### config.mk
export PLATFORM = sky130hd
export DESIGN_NAME = multicore_interrupt_controller
export DESIGN_NICKNAME = d
export VERILOG_FILES = /design/src/rtl/intc_defs.sv /design/src/rtl/intc_core_fsm.sv /design/src/rtl/multicore_interrupt_controller.sv
export SDC_FILE = /design/constraint.sdc
export NUM_CORES = 1
export LEC_CHECK = 0
export CAP_MARGIN = 20
export CORE_MARGIN = 3
export CORE_UTILIZATION = 45
export CTS_CLUSTER_DIAMETER = 80
export CTS_CLUSTER_SIZE = 14
export DETAILED_ROUTE_END_ITERATION = 8
export GPL_ROUTABILITY_DRIVEN = 0
export PLACE_DENSITY = 0.76
export SETUP_SLACK_MARGIN = 0.2
export SLEW_MARGIN = 10
export SYNTH_ARGS = -nofsm -noshare
export SYNTH_HDL_FRONTEND = slang
export SYNTH_SLANG_ARGS = --single-unit
export TNS_END_PERCENT = 50
### constraint.sdc
create_clock -name clock -period 4.6 [get_ports clock]
set_input_delay 1.38 -clock clock [delete_from_list [all_inputs] [get_ports clock]]
set_output_delay 1.38 -clock clock [all_outputs]
set_load 0.01 [all_outputs]
### src/rtl/intc_defs.sv
// Shared encodings and helpers for the multicore interrupt controller:
// per-core FSM states, config register map and the lowest-index picker.
package intc_defs;

  localparam logic [1:0] ST_IDLE    = 2'd0;
  localparam logic [1:0] ST_ASSERT  = 2'd1;
  localparam logic [1:0] ST_SERVICE = 2'd2;

  localparam logic [7:0] VEC_BASE = 8'h00;
  localparam logic [7:0] EN_BASE  = 8'h40;
  localparam logic [7:0] PEND     = 8'h80;
  localparam logic [7:0] SWSET    = 8'h81;
  localparam logic [7:0] PENDCLR  = 8'h82;

  // Index of the lowest set bit; returns 0 for an all-zero vector.
  function automatic logic [4:0] lowest_set(input logic [31:0] v);
    logic [4:0] r;
    r = 5'd0;
    for (int i = 31; i >= 0; i--) begin
      if (v[i]) begin
        r = i[4:0];
      end else begin
        r = r;
      end
    end
    return r;
  endfunction

endpackage

### src/rtl/intc_core_fsm.sv
// Per-core claim/announce/service sequencer. Claims the lowest candidate
// source while idle, holds the trigger through stalls, waits for the ack.
module intc_core_fsm
  import intc_defs::*;
#(
  parameter int NUM_SOURCES  = 8,
  parameter int ADDRESS_BITS = 20,
  parameter int ID_BITS      = 5
) (
  input  logic                              clock,
  input  logic                              reset,
  input  logic [NUM_SOURCES-1:0]            cand,
  input  logic                              stall,
  input  logic                              ack,
  input  logic [NUM_SOURCES*ADDRESS_BITS-1:0] vectors,
  output logic [NUM_SOURCES-1:0]            claim,
  output logic [ADDRESS_BITS-1:0]           pc,
  output logic [ID_BITS-1:0]                id,
  output logic                              trigger
);

  logic [1:0]              state_q, state_d;
  logic [ADDRESS_BITS-1:0] pc_q, pc_d;
  logic [ID_BITS-1:0]      id_q, id_d;
  logic                    trig_q, trig_d;
  logic [4:0]              pick;

  // Next-state, claim selection and latched PC/ID.
  always_comb begin
    pick    = lowest_set(32'(cand));
    claim   = {NUM_SOURCES{1'b0}};
    state_d = state_q;
    pc_d    = pc_q;
    id_d    = id_q;
    trig_d  = trig_q;
    case (state_q)
      ST_IDLE: begin
        if (|cand) begin
          for (int s = 0; s < NUM_SOURCES; s++) begin
            claim[s] = (pick == s[4:0]);
            if (claim[s]) begin
              pc_d = vectors[s*ADDRESS_BITS +: ADDRESS_BITS];
            end else begin
              pc_d = pc_d;
            end
          end
          id_d    = ID_BITS'(pick);
          state_d = ST_ASSERT;
          trig_d  = 1'b1;
        end else begin
          state_d = ST_IDLE;
        end
      end
      ST_ASSERT: begin
        if (!stall) begin
          state_d = ST_SERVICE;
          trig_d  = 1'b0;
        end else begin
          trig_d  = 1'b1;
        end
      end
      ST_SERVICE: begin
        if (ack) begin
          state_d = ST_IDLE;
        end else begin
          state_d = ST_SERVICE;
        end
      end
      default: begin
        state_d = ST_IDLE;
        trig_d  = 1'b0;
      end
    endcase
  end

  // State and output registers with synchronous active-low reset.
  always_ff @(posedge clock) begin
    if (!reset) begin
      state_q <= ST_IDLE;
      pc_q    <= {ADDRESS_BITS{1'b0}};
      id_q    <= {ID_BITS{1'b0}};
      trig_q  <= 1'b0;
    end else begin
      state_q <= state_d;
      pc_q    <= pc_d;
      id_q    <= id_d;
      trig_q  <= trig_d;
    end
  end

  assign pc      = pc_q;
  assign id      = id_q;
  assign trigger = trig_q;

endmodule

### src/rtl/multicore_interrupt_controller.sv
// Edge-triggered interrupt collector with config space, routing each pending
// source to the lowest-indexed idle core that has it enabled.
module multicore_interrupt_controller
  import intc_defs::*;
#(
  parameter int DATA_WIDTH   = 32,
  parameter int ADDRESS_BITS = 20,
  parameter int NUM_CORES    = 2,
  parameter int NUM_SOURCES  = 8,
  parameter int ID_BITS      = 5
) (
  input  logic                              clock,
  input  logic                              reset,
  input  logic [NUM_CORES-1:0]              stall,
  input  logic [NUM_SOURCES-1:0]            irq_in,
  input  logic [NUM_CORES-1:0]              interrupt_ack,
  input  logic                              cfg_we,
  input  logic                              cfg_re,
  input  logic [7:0]                        cfg_addr,
  input  logic [DATA_WIDTH-1:0]             cfg_wdata,
  output logic [DATA_WIDTH-1:0]             cfg_rdata,
  output logic [NUM_CORES*ADDRESS_BITS-1:0] interrupt_PC_out,
  output logic [NUM_CORES*ID_BITS-1:0]      interrupt_ID_out,
  output logic [NUM_CORES-1:0]              interrupt_trigger_out
);

  logic [NUM_SOURCES-1:0]            irq_prev_q, pend_q, pend_d, claimed_all;
  logic [NUM_SOURCES-1:0]            en_q [NUM_CORES];
  logic [NUM_SOURCES-1:0]            en_d [NUM_CORES];
  logic [ADDRESS_BITS-1:0]           vec_q [NUM_SOURCES];
  logic [ADDRESS_BITS-1:0]           vec_d [NUM_SOURCES];
  logic [NUM_SOURCES*ADDRESS_BITS-1:0] vec_flat;
  logic [DATA_WIDTH-1:0]             rdata_q, rdata_d;
  logic                              unused_wdata;

  assign unused_wdata = ^cfg_wdata;

  // A source taken by a lower core is masked from every higher core.
  for (genvar c = 0; c < NUM_CORES; c++) begin : gen_core
    logic [NUM_SOURCES-1:0] taken_in, taken_out, cand, claim;
    if (c == 0) begin : g_first
      assign taken_in = {NUM_SOURCES{1'b0}};
    end else begin : g_chain
      assign taken_in = gen_core[c-1].taken_out;
    end
    assign cand      = pend_q & en_q[c] & ~taken_in;
    assign taken_out = taken_in | claim;

    intc_core_fsm #(
      .NUM_SOURCES (NUM_SOURCES),
      .ADDRESS_BITS(ADDRESS_BITS),
      .ID_BITS     (ID_BITS)
    ) u_fsm (
      .clock  (clock),
      .reset  (reset),
      .cand   (cand),
      .stall  (stall[c]),
      .ack    (interrupt_ack[c]),
      .vectors(vec_flat),
      .claim  (claim),
      .pc     (interrupt_PC_out[c*ADDRESS_BITS +: ADDRESS_BITS]),
      .id     (interrupt_ID_out[c*ID_BITS +: ID_BITS]),
      .trigger(interrupt_trigger_out[c])
    );
  end

  assign claimed_all = gen_core[NUM_CORES-1].taken_out;

  // Pending update: claims and W1C clear first, new edges and SW set win.
  always_comb begin
    pend_d = pend_q & ~claimed_all;
    if (cfg_we && (cfg_addr == PENDCLR)) begin
      pend_d = pend_d & ~cfg_wdata[NUM_SOURCES-1:0];
    end else begin
      pend_d = pend_d;
    end
    pend_d = pend_d | (irq_in & ~irq_prev_q);
    if (cfg_we && (cfg_addr == SWSET)) begin
      pend_d = pend_d | cfg_wdata[NUM_SOURCES-1:0];
    end else begin
      pend_d = pend_d;
    end
  end

  // Vector and enable register writes.
  always_comb begin
    vec_flat = {(NUM_SOURCES*ADDRESS_BITS){1'b0}};
    for (int s = 0; s < NUM_SOURCES; s++) begin
      vec_flat[s*ADDRESS_BITS +: ADDRESS_BITS] = vec_q[s];
      if (cfg_we && (cfg_addr == (VEC_BASE + s[7:0]))) begin
        vec_d[s] = cfg_wdata[ADDRESS_BITS-1:0];
      end else begin
        vec_d[s] = vec_q[s];
      end
    end
    for (int c = 0; c < NUM_CORES; c++) begin
      if (cfg_we && (cfg_addr == (EN_BASE + c[7:0]))) begin
        en_d[c] = cfg_wdata[NUM_SOURCES-1:0];
      end else begin
        en_d[c] = en_q[c];
      end
    end
  end

  // Read mux; the registered value holds between read strobes.
  always_comb begin
    rdata_d = rdata_q;
    if (cfg_re) begin
      rdata_d = {DATA_WIDTH{1'b0}};
      if (cfg_addr == PEND) begin
        rdata_d[NUM_SOURCES-1:0] = pend_q;
      end else begin
        rdata_d = rdata_d;
      end
      for (int s = 0; s < NUM_SOURCES; s++) begin
        if (cfg_addr == (VEC_BASE + s[7:0])) begin
          rdata_d[ADDRESS_BITS-1:0] = vec_q[s];
        end else begin
          rdata_d = rdata_d;
        end
      end
      for (int c = 0; c < NUM_CORES; c++) begin
        if (cfg_addr == (EN_BASE + c[7:0])) begin
          rdata_d[NUM_SOURCES-1:0] = en_q[c];
        end else begin
          rdata_d = rdata_d;
        end
      end
    end else begin
      rdata_d = rdata_q;
    end
  end

  // Config, pending and edge-history registers.
  always_ff @(posedge clock) begin
    if (!reset) begin
      irq_prev_q <= {NUM_SOURCES{1'b0}};
      pend_q     <= {NUM_SOURCES{1'b0}};
      rdata_q    <= {DATA_WIDTH{1'b0}};
      for (int s = 0; s < NUM_SOURCES; s++) vec_q[s] <= {ADDRESS_BITS{1'b0}};
      for (int c = 0; c < NUM_CORES; c++) en_q[c] <= {NUM_SOURCES{1'b0}};
    end else begin
      irq_prev_q <= irq_in;
      pend_q     <= pend_d;
      rdata_q    <= rdata_d;
      for (int s = 0; s < NUM_SOURCES; s++) vec_q[s] <= vec_d[s];
      for (int c = 0; c < NUM_CORES; c++) en_q[c] <= en_d[c];
    end
  end

  assign cfg_rdata = rdata_q;

endmodule

# [Word-level counts from Yosys, hierarchy flattened]
# Memory sizes are Yosys's and may differ from the RTL's.
# Cells that the tools add are included.
[word_totals] register_bits=92 ramBits=176 out_inout_bits=84 n_memories=2
[classes] eq_ne=34 mux=85 bitwise_logic=25 n_reduce_logical=27
[mem_list] name="vec_q" depth=8 width=20 rd=8 rd_clocked_by_memory_dff=0 write_ports=8 line_no="multicore_interrupt_controller.sv:30" source="logic [ADDRESS_BITS-1:0] vec_q [NUM_SOURCES];"
[mem_list] name="en_q" depth=2 width=8 rd=2 rd_clocked_by_memory_dff=0 write_ports=2 line_no="multicore_interrupt_controller.sv:28" source="logic [NUM_SOURCES-1:0] en_q [NUM_CORES];"
[ops] op="20-bit two-way mux" count=40
[ops] op="8-bit two-way mux" count=13
[ops] op="8-bit bitwise AND" count=6
[ops] op="3-bit two-way mux" count=16
[ops] op="8-bit by 3-bit == test with 1-bit output, second input constant" count=4
[ops] op="8-bit NOT" count=4
[ops] op="3-bit == test, second input constant" count=8
[ops] op="8-bit == test, second input constant" count=3
[ops] op="8-bit OR" count=3
[ops] op="8-bit by 2-bit == test with 1-bit output, second input constant" count=2
[ops] op="8-bit by 7-bit == test with 1-bit output, second input constant" count=2
[ops] op="8-bit nonzero test" count=2
[ops] op="8-bit OR reduction" count=2
[ops] op="3-bit by 2-bit == test with 1-bit output, second input constant" count=4
[ops] op="1-bit logical AND" count=12
[ops] op="2-bit one-hot mux with 3 select lines" count=2
[ops] op="5-bit logical NOT" count=2
[ops] op="1-bit OR" count=10
[ops] op="8-bit by 1-bit == test with 1-bit output, second input constant" count=1
[ops] op="8-bit logical NOT" count=1
[ops] op="1-bit two-way mux" count=8
[ops] op="2-bit two-way mux" count=4
[ops] op="2-bit AND reduction" count=4
[ops] op="3-bit by 1-bit == test with 1-bit output, second input constant" count=2
[ops] op="8 further kinds" count=16

# [Depth between registers and ports, before layout]
# An unclocked memory read counts as a cell.
[depth] depth_word=34 mapped_depth=11 mapped_depth_nobuf=8

# [Modules after synthesis]
# From an unflattened synthesis, not the netlist that was laid out.
[hier_totals] cells_unflattened=1846 hier_area_um2=14988.1
[modules_own_cells] mod="multicore_interrupt_controller" instances=1 cells_per_inst=1176 area_each_um2=10024.6
[modules_own_cells] mod="intc_core_fsm at gen_core[1].u_fsm" instances=1 cells_per_inst=322 area_each_um2=2537.4
[modules_own_cells] mod="intc_core_fsm at gen_core[0].u_fsm" instances=1 cells_per_inst=348 area_each_um2=2426.1

# [Least setup slack after synthesis]
# No wires, ideal clock.
[synth_path] path_kind="input to register" from="input cfg_addr[5]" to="register rdata_q[19], in the netlist cfg_rdata[19]" t_arrival_ns=3.337 t_required_ns=4.541 slack_ns=1.204 path_stages=11 n_path_buf=3 path_cell_list="or4_1 > clkbuf_1 > or2_1 > buf_6 > nor3_4 > buf_6 > a22oi_1 > o21ai_2 > a22oi_1 > o211ai_1 > o211a_1"
[synth_via] elab_chain_cells=9 elab_cells_between_ends=16
[synth_lines] element="from (decl)" line_no="multicore_interrupt_controller.sv:19" source="input logic [7:0] cfg_addr,"
[synth_lines] element="8-bit logical NOT" line_no="multicore_interrupt_controller.sv:116" source="if (cfg_addr == (VEC_BASE + s[7:0])) begin"
[synth_lines] element="20-bit two-way mux (7 in a row)" line_no="multicore_interrupt_controller.sv:116"
[synth_lines] element="20-bit two-way mux *" line_no="multicore_interrupt_controller.sv:116"
[synth_lines] element="to (signal assigned)" line_no="multicore_interrupt_controller.sv:139" source="rdata_q <= {DATA_WIDTH{1'b0}};"
[synth_lines] element="to (signal assigned)" line_no="multicore_interrupt_controller.sv:145" source="rdata_q <= rdata_d;"
[synth_lines] element="to (decl)" line_no="multicore_interrupt_controller.sv:33" source="logic [DATA_WIDTH-1:0] rdata_q, rdata_d;"
# Every way passes the cells marked *; elsewhere a longest branch is shown, timed or not.
# A chain may end at the register's enable or synchronous reset.

# [Final worst setup path]
[layout_path] from="input cfg_addr[5]" to="register rdata_q[18], in the netlist cfg_rdata[18]"
# Same word-level chain as after synthesis.

==> flow_metrics.tcl <==
set metrics [dict create \
    post_cts_resized 0 \
    postSynthAreaPerCell_um2 7.42 \
    netlist.area_leader.share_pct 36.4 \
    relSlewSlack_pct 32.3 \
    finalSetupTns_ps 0 \
    clkSinkCount 264 \
    drt-total-wl_um 53000 \
    pwr-share-clk_pct 40.3 \
    synth_seq_cells 264 \
    grt_pass1_wl_um 81300 \
    grt_setup_unrepaired "no" \
    grt_use_total_pct 29.6 \
    layout_common_cells "nand2_1 (444), a21oi_1 (272), dfxtp_1 (264)" \
    hold_path_startpoint "vec_q[1][28]$_SDFFE_PN0P_" \
    drv_slew 0 \
    synthesis.area_mm2 0.0145 \
    crit_path_max_fanout 6 \
    drt-pass1-iter-count 7 \
    finalNetCount 2027 \
    fmax_mhz 267 \
    syn2layout_area_growth_pct 13.1 \
    crit_path_frequent_cell "a21oi_1" \
    synth_cells 1954 \
    crit_type "in2reg" \
    drive_gt1_share_pct 7.76 \
    antenna_found_initial 1 \
    viasPerCell 6.48 \
    ir_worst_vdd_mv 0.209 \
    p_switching_mw 1.05 \
    die_width_um 186 \
    route.detailed.drc 0 \
    first_global_vias 14000 \
    critPathCaptureType "register" \
    yosysTopAreaCell "dfxtp_1" \
    core_mm2 0.0316 \
    die_h_um 186 \
    place_hpwl_um 36800 \
    seqPwrFrac_pct 53.6 \
    worstMarginPinSlew_ps 1010 \
    fin_crit_sh_pct 81.3 \
    startpoint_type "input port" \
    cts_tree "done" \
    grt_max_degree 91 \
    async_reset_ff_share_pct 0 \
    power_mw 4.34 \
    clk_path_buf_depth 3 \
    hold_path_class "reg2reg" \
    cts-hold-fix-buffers 0 \
    synth_ff_type "dfxtp_1" \
    port_buffers 111 \
    cp_slowest_cell "or4_1" \
    ys_top_cells_by_area "dfxtp_1 (36%), nand2_1 (11%), a21oi_1 (9.4%)" \
    required_ps 5080 \
    status "finished clean" \
    hold_viol_final 0 \
    max-cap-violations 0 \
    drtIter0Drc 2419 \
    fin_skew_ps 14.1 \
    ctsHtreeMaxLevel 1 \
    fp.dieArea_mm2 0.0344 \
    switching_share_pct 24.3 \
    p_int_mw 3.29 \
    initial_core_util_pct 45.8 \
    crit_chain "clkdlybuf4s50_1 > or4_1 > nor3_1 > buf_4 > nand2_1 > a21oi_1 > a21oi_1 > o211ai_1 > o211a_1" \
    power_frac_comb_pct 6.1 \
    rrSetupSlack_ps 870 \
    yosysSeqAreaShare_pct 36.4 \
    power.density_mw_per_mm2 265 \
    grt_overflow_total 0 \
    antenna_left 0 \
    cp.arrival_ps 4220 \
    r2r_start "pend_q[1]$_SDFF_PN0_" \
    critPathMaxStageDelay_ps 710 \
    diodes 0 \
    rows 65 \
    finalSetupViolCount 0 \
    clk_latency_ps 530 \
    cts_root_buf "clkbuf_16" \
    p_leak_nw 5.82 \
    cts_buffers 22 \
    synth.distinct_cells 77 \
    post-cts-setup-buffers 0 \
    synth_edf_count 0 \
    fin_crit_ps 3740 \
    final_common_cell "nand2_1" \
    clk_pin_slew_ps 70 \
    yosysWarnings 0 \
    crit_start "cfg_addr[5]" \
    vias 15400 \
    wl_per_cell_um 22.3 \
    pin_count 140 \
]
-- final timing paths --
kind                                                end  cells past startpoint
setup reg to reg  gen_core[1].u_fsm.pc[13]$_SDFFE_PN0P_                      8
setup / recovery             cfg_rdata[18]$_SDFFE_PN0P_                      9
hold / removal                vec_q[1][28]$_SDFFE_PN0P_                      2
hold reg to reg               vec_q[1][28]$_SDFFE_PN0P_                      2
-- Yosys cell counts, drive strengths merged (8+ instances only) --
cell type / n
nand2: 445
a21oi: 273
dfxtp: 264
clkbuf: 130
nor2: 113
buf: 69
nand3: 67
o21ai: 62
inv: 50
mux2i: 48
a22oi: 46
o211ai: 35
nor3: 34
a22o: 26
a31oi: 25
o31ai: 24
o22ai: 22
a211o: 21
mux2: 21
o21a: 21
a21o: 20
a311oi: 20
and2: 15
a221oi: 13
o211a: 10
nor2b: 8
-- state kept, by name, summed over array words and instances, names as in the netlist --
signal,count
vec_q,160
gen_core.u_fsm.state_q,4
irq_prev_q,8
gen_core.u_fsm.id,6
gen_core.u_fsm.trigger,2
cfg_rdata,20
gen_core.u_fsm.pc,40
en_q,16
pend_q,8
-- critical path: cells and delay by family --
family,cells,cell delay (ps)
simple gates,3,1370
compound gates,4,730
buf+inv,2,720
-- power groups by stage --
| stage | registers [mW] | clock network, mW | logic [mW] |
|---|---|---|---|
| floorplan | 2.37 | 0 | 0.149 |
| global placement | 2.38 | 0 | 0.252 |
| detailed placement | 2.38 | 0 | 0.256 |
| CTS | 2.33 | 1.75 | 0.257 |
| global route | 2.33 | 1.83 | 0.278 |
| finish | 2.33 | 1.75 | 0.267 |
-- cell type report --
type | count | area, um2
clock buffers | 24 | 589
multi-input cells | 1456 | 8200
well taps | 402 | 503
flip-flops and latches | 264 | 5290
inverters | 50 | 193
fillers | 2931 | 15200
repair buffers | 177 | 1640
-- stage by stage --
step                util (%)  worst slack, ps  hold slack, ps  instance area, um2  cells
floorplan                  -             1200             432               14600   1969
global placement        50.0              493             438               15800   2349
detailed placement      50.0              407             444               15800   2349
CTS                     51.9              940             454               16400   2373
global route            51.9              676             476               16400   2373
finish                  51.9              860             453               16400   2373
-- routing by layer --
metal  share of wire [%]  GRT usage [%]
met4                 4.6           11.3
met5               0.025              0
met3                  15           8.97
met1                  39           41.1
met2                  41           43.4
-- logic make-up (layout without fill, tap and decap cells) --
family / after synthesis / count (layout) / synth area share (%)
other: 1 / 16 / 0.0259
buffers and inverters: 249 / 251 / 7.84
and+or+nand+nor: 713 / 713 / 20.7
DFF: 264 / 264 / 36.4
AOI/OAI and AO/OA: 657 / 657 / 29.9
muxes: 70 / 70 / 5.10
(Power assumes the default switching activity.)
